--- config.mk ---
export PLATFORM = sky130hd
export DESIGN_NAME = hdmi_rx_frame_writer
export DESIGN_NICKNAME = d
export VERILOG_FILES = /design/src/rtl/hdmi_rx_frame_writer.sv
export SDC_FILE = /design/constraint.sdc
export NUM_CORES = 1
export LEC_CHECK = 0
export CORE_MARGIN = 3
export CORE_UTILIZATION = 49
export DETAILED_ROUTE_END_ITERATION = 10
export GPL_TIMING_DRIVEN = 0
export PLACE_DENSITY = 0.85
export SYNTH_ARGS = -nofsm -noshare
export SYNTH_HDL_FRONTEND = slang
export SYNTH_SLANG_ARGS = --single-unit
--- constraint.sdc ---
create_clock -name iCLK -period 2.98 [get_ports iCLK]
set_input_delay 0.298 -clock iCLK [delete_from_list [all_inputs] [get_ports iCLK]]
set_output_delay 0.298 -clock iCLK [all_outputs]
set_load 0.05 [all_outputs]
--- src/rtl/hdmi_rx_frame_writer.sv ---
// Captures one video frame from the HDMI RX pixel stream into LPDDR2 over Avalon-MM.
// One 32-bit word per pixel at consecutive word addresses from BASE_ADDR; reports done or sync error.
module hdmi_rx_frame_writer #(
  parameter int unsigned       ADDR_W       = 27,
  parameter logic [ADDR_W-1:0] BASE_ADDR    = '0,
  parameter int unsigned       FRAME_PIXELS = 2073600
) (
  input  logic              iCLK,
  input  logic              iRST_n,
  input  logic              iCAPTURE,
  input  logic              local_init_done,
  input  logic              pix_valid,
  input  logic              pix_sof,
  input  logic [23:0]       pix_data,
  output logic              pix_ready,
  input  logic              avl_waitrequest_n,
  output logic [ADDR_W-1:0] avl_address,
  output logic [31:0]       avl_writedata,
  output logic              avl_write,
  output logic              avl_burstbegin,
  output logic              oBUSY,
  output logic              oDONE,
  output logic              oSYNC_ERR
);

  localparam int unsigned     CntW     = $clog2(FRAME_PIXELS + 1);
  localparam logic [CntW-1:0] FrameCnt = CntW'(FRAME_PIXELS);

  typedef enum logic [1:0] {StIdle, StWaitSof, StWrite, StDone} state_e;

  state_e              state_q, state_d;
  logic [CntW-1:0]     cnt_q, cnt_d;
  logic [ADDR_W-1:0]   addr_q, addr_d;
  logic [31:0]         data_q, data_d;
  logic                write_q, write_d;
  logic                burst_q, burst_d;
  logic                busy_q, busy_d;
  logic                done_q, done_d;
  logic                err_q, err_d;

  logic start, accept, wr_done;

  assign start   = iCAPTURE & local_init_done;
  assign accept  = pix_valid & pix_ready;
  assign wr_done = write_q & avl_waitrequest_n;

  // Ready only when the command register is free or draining this cycle.
  always_comb begin
    pix_ready = 1'b0;
    unique case (state_q)
      StWaitSof: pix_ready = 1'b1;
      StWrite:   pix_ready = (cnt_q < FrameCnt) & (~write_q | avl_waitrequest_n);
      default:   pix_ready = 1'b0;
    endcase
  end

  always_comb begin
    state_d = state_q;
    cnt_d   = cnt_q;
    addr_d  = addr_q;
    data_d  = data_q;
    write_d = write_q;
    burst_d = 1'b0;
    done_d  = done_q;
    err_d   = err_q;

    unique case (state_q)
      StIdle, StDone: begin
        if (start) begin
          state_d = StWaitSof;
          done_d  = 1'b0;
          err_d   = 1'b0;
          cnt_d   = '0;
        end
      end
      StWaitSof: begin
        if (accept && pix_sof) begin
          state_d = StWrite;
          write_d = 1'b1;
          burst_d = 1'b1;
          addr_d  = BASE_ADDR;
          data_d  = {8'h00, pix_data};
          cnt_d   = CntW'(1);
        end
      end
      StWrite: begin
        if (accept) begin
          write_d = 1'b1;
          burst_d = 1'b1;
          data_d  = {8'h00, pix_data};
          // Any SOF here lands at idx >= 1: resynchronise to the new frame.
          if (pix_sof) begin
            err_d  = 1'b1;
            addr_d = BASE_ADDR;
            cnt_d  = CntW'(1);
          end else begin
            addr_d = BASE_ADDR + ADDR_W'(cnt_q);
            cnt_d  = cnt_q + CntW'(1);
          end
        end else if (wr_done) begin
          write_d = 1'b0;
          if (cnt_q == FrameCnt) begin
            state_d = StDone;
            done_d  = 1'b1;
          end
        end
      end
      default: state_d = StIdle;
    endcase

    busy_d = (state_d == StWaitSof) || (state_d == StWrite);
  end

  always_ff @(posedge iCLK or negedge iRST_n) begin
    if (!iRST_n) begin
      state_q <= StIdle;
      cnt_q   <= '0;
      addr_q  <= '0;
      data_q  <= '0;
      write_q <= 1'b0;
      burst_q <= 1'b0;
      busy_q  <= 1'b0;
      done_q  <= 1'b0;
      err_q   <= 1'b0;
    end else begin
      state_q <= state_d;
      cnt_q   <= cnt_d;
      addr_q  <= addr_d;
      data_q  <= data_d;
      write_q <= write_d;
      burst_q <= burst_d;
      busy_q  <= busy_d;
      done_q  <= done_d;
      err_q   <= err_d;
    end
  end

  assign avl_address    = addr_q;
  assign avl_writedata  = data_q;
  assign avl_write      = write_q;
  assign avl_burstbegin = burst_q;
  assign oBUSY          = busy_q;
  assign oDONE          = done_q;
  assign oSYNC_ERR      = err_q;

endmodule

==> results of run 1 <==
routing by layer:
metal,track usage,wire length (um),vias to the layer above,part of all wire
met5,0,0,-,0
met4,0.0733,112,0,0.014
met3,0.0652,723,9,0.088
met2,0.310,3800,132,0.46
met1,0.254,3570,1401,0.43
li1,-,-,1453,-
cell usage after synthesis (5+ instances only):
cell      number
dfrtp_1       73
mux2i_1       21
o31ai_1        5
nand3_1        9
a31oi_1        9
mux2_2         5
o21ai_0       29
clkbuf_1      13
buf_4         14
mux2_4        19
a41oi_1        5
nand2_1       43
nor2_1        15
and3_1         6
buf_2          5
inv_1         26
a21oi_1       10
nand4_1        6
cells by family (layout without fill, tap and decap cells):
| family | count (synthesis) | count (layout) | share of synthesized area |
|---|---|---|---|
| compound gates | 75 | 75 | 0.129 |
| simple gates | 101 | 101 | 0.131 |
| buf+inv | 62 | 157 | 0.0861 |
| xor+xnor | 1 | 1 | 0.00235 |
| fa+ha+maj | 4 | 4 | 0.0134 |
| other cells | 1 | 14 | 0.00100 |
| mux | 45 | 45 | 0.148 |
| flops | 73 | 73 | 0.489 |
metrics by stage:
stage               setup TNS, ns   util  instance area, sq um  hold slack (ns)  cells
finish                          0  0.667                  4890           0.0722    569
global placement           -58.92  0.642                  4710            0.485    554
detailed placement              0  0.642                  4700            0.482    554
CTS                             0  0.666                  4890            0.110    569
floorplan                       0      -                  3780          0.00241    375
global route                    0  0.667                  4890            0.143    569
critical path: stages (launching register included):
cell and delay [ns]:
dfrtp_1 0.35, inv_1 0.07, ha_1 0.27, buf_2 0.19, a21boi_1 0.48, a2bb2oi_1 0.52
clkbuf_1 0.41, o21ai_0 0.17, o21ai_0 0.09
cell type report:
type	instances	area, sq um	area share
clock inverters	2	12.5	0.00256
well taps	99	124	0.0253
flip-flops and latches	73	1830	0.374
clock buffers	13	169	0.0346
multi-input cells	240	1630	0.334
inverters	26	97.6	0.0200
plain buffers	36	224	0.0458
repair buffers	80	801	0.164
power breakdown:
group	internal [mW]	switching, mW	leakage (nW)
logic	1.10	1.54	1.17
registers	1.21	0.120	0.959
clock network	0.365	0.340	0.0915
total	2.67	2.00	2.22
path summary, 6_finish.rpt:
path	from	endpoint	slack [ns]	cells after the start
max	state_q[0]$_DFF_PN0_	cnt_q[14]$_DFFE_PN0P_	0.33	8
min	iRST_n	avl_writedata[7]$_DFFE_PN0P_	0.07	1
max reg2reg	state_q[0]$_DFF_PN0_	cnt_q[14]$_DFFE_PN0P_	0.33	8
min reg2reg	avl_writedata[3]$_DFFE_PN0P_	avl_writedata[3]$_DFFE_PN0P_	0.51	1
max in group asynchronous	iRST_n	cnt_q[18]$_DFFE_PN0P_	2.32	1
min in group iCLK	pix_sof	avl_burstbegin$_DFF_PN0_	0.39	3
flip-flops by register name, summed over array words and instances, names as in the netlist:
register	flops
avl_writedata	24
avl_address	21
cnt_q	21
state_q	2
avl_burstbegin	1
avl_write	1
oBUSY	1
oDONE	1
oSYNC_ERR	1
==> flow_summary.json, run 1 <==
{
  "status": "finished, final reports clean",
  "numPortBuffers": 80,
  "clock_path_buffers": 2,
  "drt_wl_total_um": 8200,
  "cp-end-kind": "register",
  "slew_headroom": 0.315,
  "tightest_slew_ns": 1.02,
  "synth_top_area_frac": 0.489,
  "grt_pass1_wl_um": 13900,
  "start_util": 0.509,
  "cts_setup_buffers": 0,
  "grt_remaining_overflow": 0,
  "vias": 2995,
  "yosysSeqAreaShare": 0.489,
  "synthArstFlopShare": 1.00,
  "antenna_found_initial": 0,
  "hold_path.class": "in -> async",
  "timing.final.crit_period_ns": 2.65,
  "synth_seq_cells": 73,
  "vdd_ir_drop_max_v": 0.000454,
  "cp_max_fo": 10,
  "grt_pass1_vias": 2969,
  "p_leak_nw": 2.22,
  "rows": 31,
  "cts_hold_buffers": 0,
  "fp.dieArea_sq_um": 8700,
  "rsz0062_at_grt": "no",
  "worstPathArrival_ns": 2.91,
  "io_pins": 96,
  "cts_tree": "yes",
  "yosysWarnings": 0,
  "setup_viol": 0,
  "ant_nets": 0,
  "hpwl_um": 5960,
  "cts_resized": 0,
  "layout.nets": 501,
  "cap_viol_max_count": 0,
  "synth.largest_area_cell": "dfrtp_1",
  "place_ws_ns": 0.179,
  "crit_required_ns": 3.24,
  "drtIter0Drc": 257,
  "synth_flop_cell": "dfrtp_1",
  "nFillCells": 576,
  "syn_area_sq_um": 3730,
  "cts_buffers": 9,
  "clock-root-buffer": "clkbuf_8",
  "post_synth.cell_area_avg_sq_um": 10.3,
  "ys_types": 45,
  "syn_inst": 362,
  "final_common_cell": "clkdlybuf4s50_1",
  "htreeDepth": 3,
  "insertedDiodeCount": 0,
  "min_period_over_period": 0.890,
  "clk_pin_slew_worst_paths_ns": 0.07,
  "dieWidth_um": 93.3,
  "clock_skew_ns": 0.00442,
  "synthTopCellsByArea": "dfrtp_1 49%, mux2_4 7.6%, mux2i_1 5.6%",
  "vias_per_cell": 5.26,
  "critPathKind": "reg -> reg",
  "hold_viol": 0,
  "first_pass_iters": 4,
  "drive_gt1_frac": 0.140,
  "power_density_nw_per_um2": 955,
  "fmax_ghz": 0.377,
  "final_cell_mix": "78 x clkdlybuf4s50_1, 73 x dfrtp_1, 43 x nand2_1, 29 x o21ai_0, 26 x inv_1",
  "globalplace.congestion": 0.935,
  "die_y_um": 93.3,
  "grt_max_degree": 74,
  "drc": 0,
  "syn2layout_area_growth_pct": 30.9,
  "clk_latency_ns": 0.34,
  "synth_edf_count": 0,
  "start_kind": "register",
  "cts.sinks": 73,
  "grt.total_usage": 0.198,
  "finalPower_mw": 4.67,
  "layout_setup_ws_ns": 0.328,
  "drv_slew": 0,
  "core_sq_um": 7330,
  "wl_per_cell_um": 14.4
}
No activity file was read; power rests on OpenSTA's default activity.
==> run 2, diff against run 1 <==
- SLEW_MARGIN: default -> 25
==> run 2 against run 1 <==
Sequential power about the same; combinational power about the same; cell area grew 0.38%; first-iteration DRC count down 12%; clock skew grew 0.0032 ns; power is 0.96% lower; register-to-register slack gained 0.03 ns; critical path depth unchanged; sequential share of layout area fell by 0.14 points; utilization increased by 0.26 points; count of clock-buffer cells in the layout fell by 3; largest cell class unchanged.
==> flow_summary.json, run 2 (synthesis gave the netlist of run 1 again) <==
{
  "status": "finished, final reports clean",
  "wl_per_cell_um": 14.5,
  "nFillCells": 558,
  "antenna_found_initial": 0,
  "finalPower_mw": 4.62,
  "cp-end-kind": "register",
  "grt_max_degree": 47,
  "hold_viol": 0,
  "layout.nets": 503,
  "vdd_ir_drop_max_v": 0.000449,
  "r2r_start": "state_q[0]$_DFF_PN0_",
  "insertedDiodeCount": 0,
  "cap_viol_max_count": 0,
  "largest_reg_flops": 24,
  "htreeDepth": 3,
  "cts.sinks": 73,
  "first_pass_iters": 4,
  "grt_pass1_vias": 2952,
  "clock-root-buffer": "clkbuf_8",
  "worstPathArrival_ns": 2.87,
  "die_y_um": 93.3,
  "vias_per_cell": 5.27,
  "p_leak_nw": 2.23,
  "cts_tree": "yes",
  "clock_path_buffers": 2,
  "clock_skew_ns": 0.00762,
  "hpwl_um": 6090,
  "numPortBuffers": 80,
  "grt_remaining_overflow": 0,
  "slew_headroom": 0.262,
  "final_common_cell": "clkdlybuf4s50_1",
  "fp.dieArea_sq_um": 8700,
  "power_density_nw_per_um2": 942,
  "setup_viol": 0,
  "globalplace.congestion": 0.935,
  "tightest_slew_ns": 1.10,
  "cts_buffers": 9,
  "grt_pass1_wl_um": 14200,
  "crit_required_ns": 3.23,
  "drtIter0Drc": 227,
  "rsz0062_at_grt": "no",
  "crit_start": "state_q[0]$_DFF_PN0_",
  "vias": 3016,
  "clk_latency_ns": 0.35,
  "syn2layout_area_growth_pct": 31.4,
  "dieWidth_um": 93.3,
  "fmax_ghz": 0.381,
  "clk_pin_slew_worst_paths_ns": 0.08,
  "drc": 0,
  "grt.total_usage": 0.205,
  "io_pins": 96,
  "drv_slew": 0,
  "hold_path.class": "in -> async",
  "rows": 31,
  "min_period_over_period": 0.881,
  "drive_gt1_frac": 0.144,
  "final_cell_mix": "78 x clkdlybuf4s50_1, 73 x dfrtp_1, 43 x nand2_1, 29 x o21ai_0, 26 x inv_1",
  "timing.final.crit_period_ns": 2.63,
  "start_util": 0.509,
  "critPathKind": "reg -> reg",
  "start_kind": "register",
  "fin_setup_tns_ns": 0,
  "ant_nets": 0,
  "cp_max_fo": 10,
  "core_sq_um": 7330,
  "drt_wl_total_um": 8300
}
## run 2: path summary, 6_finish.rpt
check                                                end  slack [ns]  cells after the start
max reg2reg                        cnt_q[11]$_DFFE_PN0P_        0.35                      8
max in group asynchronous           cnt_q[9]$_DFFE_PN0P_        2.03                      3
min                         avl_writedata[9]$_DFFE_PN0P_        0.40                      2
min reg2reg                avl_writedata[13]$_DFFE_PN0P_        0.51                      1
max                                cnt_q[11]$_DFFE_PN0P_        0.35                      8
min in group iCLK               avl_burstbegin$_DFF_PN0_        0.40                      3
## run 2: stage by stage
| stage | instances | worst slack (ns) | cell area (sq um) | hold slack (ns) | util |
|---|---|---|---|---|---|
| floorplan | 375 | 0.845 | 3780 | 0.00241 | - |
| global placement | 554 | -0.810 | 4710 | 0.485 | 0.642 |
| detailed placement | 555 | 0.228 | 4730 | 0.241 | 0.646 |
| CTS | 572 | 0.0624 | 4900 | 0.370 | 0.669 |
| global route | 572 | 0.117 | 4910 | 0.413 | 0.669 |
| finish | 572 | 0.355 | 4910 | 0.401 | 0.669 |
## run 2: cell type report
cell class,instances,area (sq um),share of cell area
Multi-Input combinational cell,240,1630,0.333
Clock inverter,6,35.0,0.00714
Clock buffer,10,128,0.0260
Inverter,26,97.6,0.0199
Buffer,36,224,0.0456
Sequential cell,73,1830,0.372
Timing Repair Buffer,82,838,0.171
Tap cell,99,124,0.0252
## run 2: power breakdown
part           total, mW  switching [mW]  internal (mW)
Combinational       2.64            1.53           1.10
Sequential          1.33           0.121           1.21
Clock              0.656           0.360          0.296
Total               4.62            2.02           2.61
## run 2: timing repair
| item | 4_1_cts | 5_1_grt |
|---|---|---|
| hold endpoints to repair | 27 | 0 |
| buffers inserted | 0 | 0 |
| gates resized for setup | 0 | 2 |
| endpoints found under the setup margin | 0 | 16 |
| hold buffers | 1 | 0 |
## run 2: critical path: stages (launching register included)
cell	delay, ns
dfrtp_1	0.36
inv_1	0.07
ha_1	0.28
buf_2	0.20
a21boi_1	0.47
a2bb2oi_1	0.52
clkbuf_1	0.36
o21ai_0	0.17
o31ai_1	0.09
## run 2: per-layer routing
| layer | vias up | wire length [um] | GRT usage |
|---|---|---|---|
| li1 | 1458 | - | - |
| met1 | 1421 | 3710 | 0.268 |
| met2 | 123 | 3770 | 0.319 |
| met3 | 14 | 685 | 0.0668 |
| met4 | 0 | 131 | 0.0733 |
| met5 | - | 0 | 0 |
==> run 3, diff against run 2 <==
- CAP_MARGIN: default -> 0
==> results of run 3 <==
No change in the layout: final DEF, timing and power equal those of run 2.
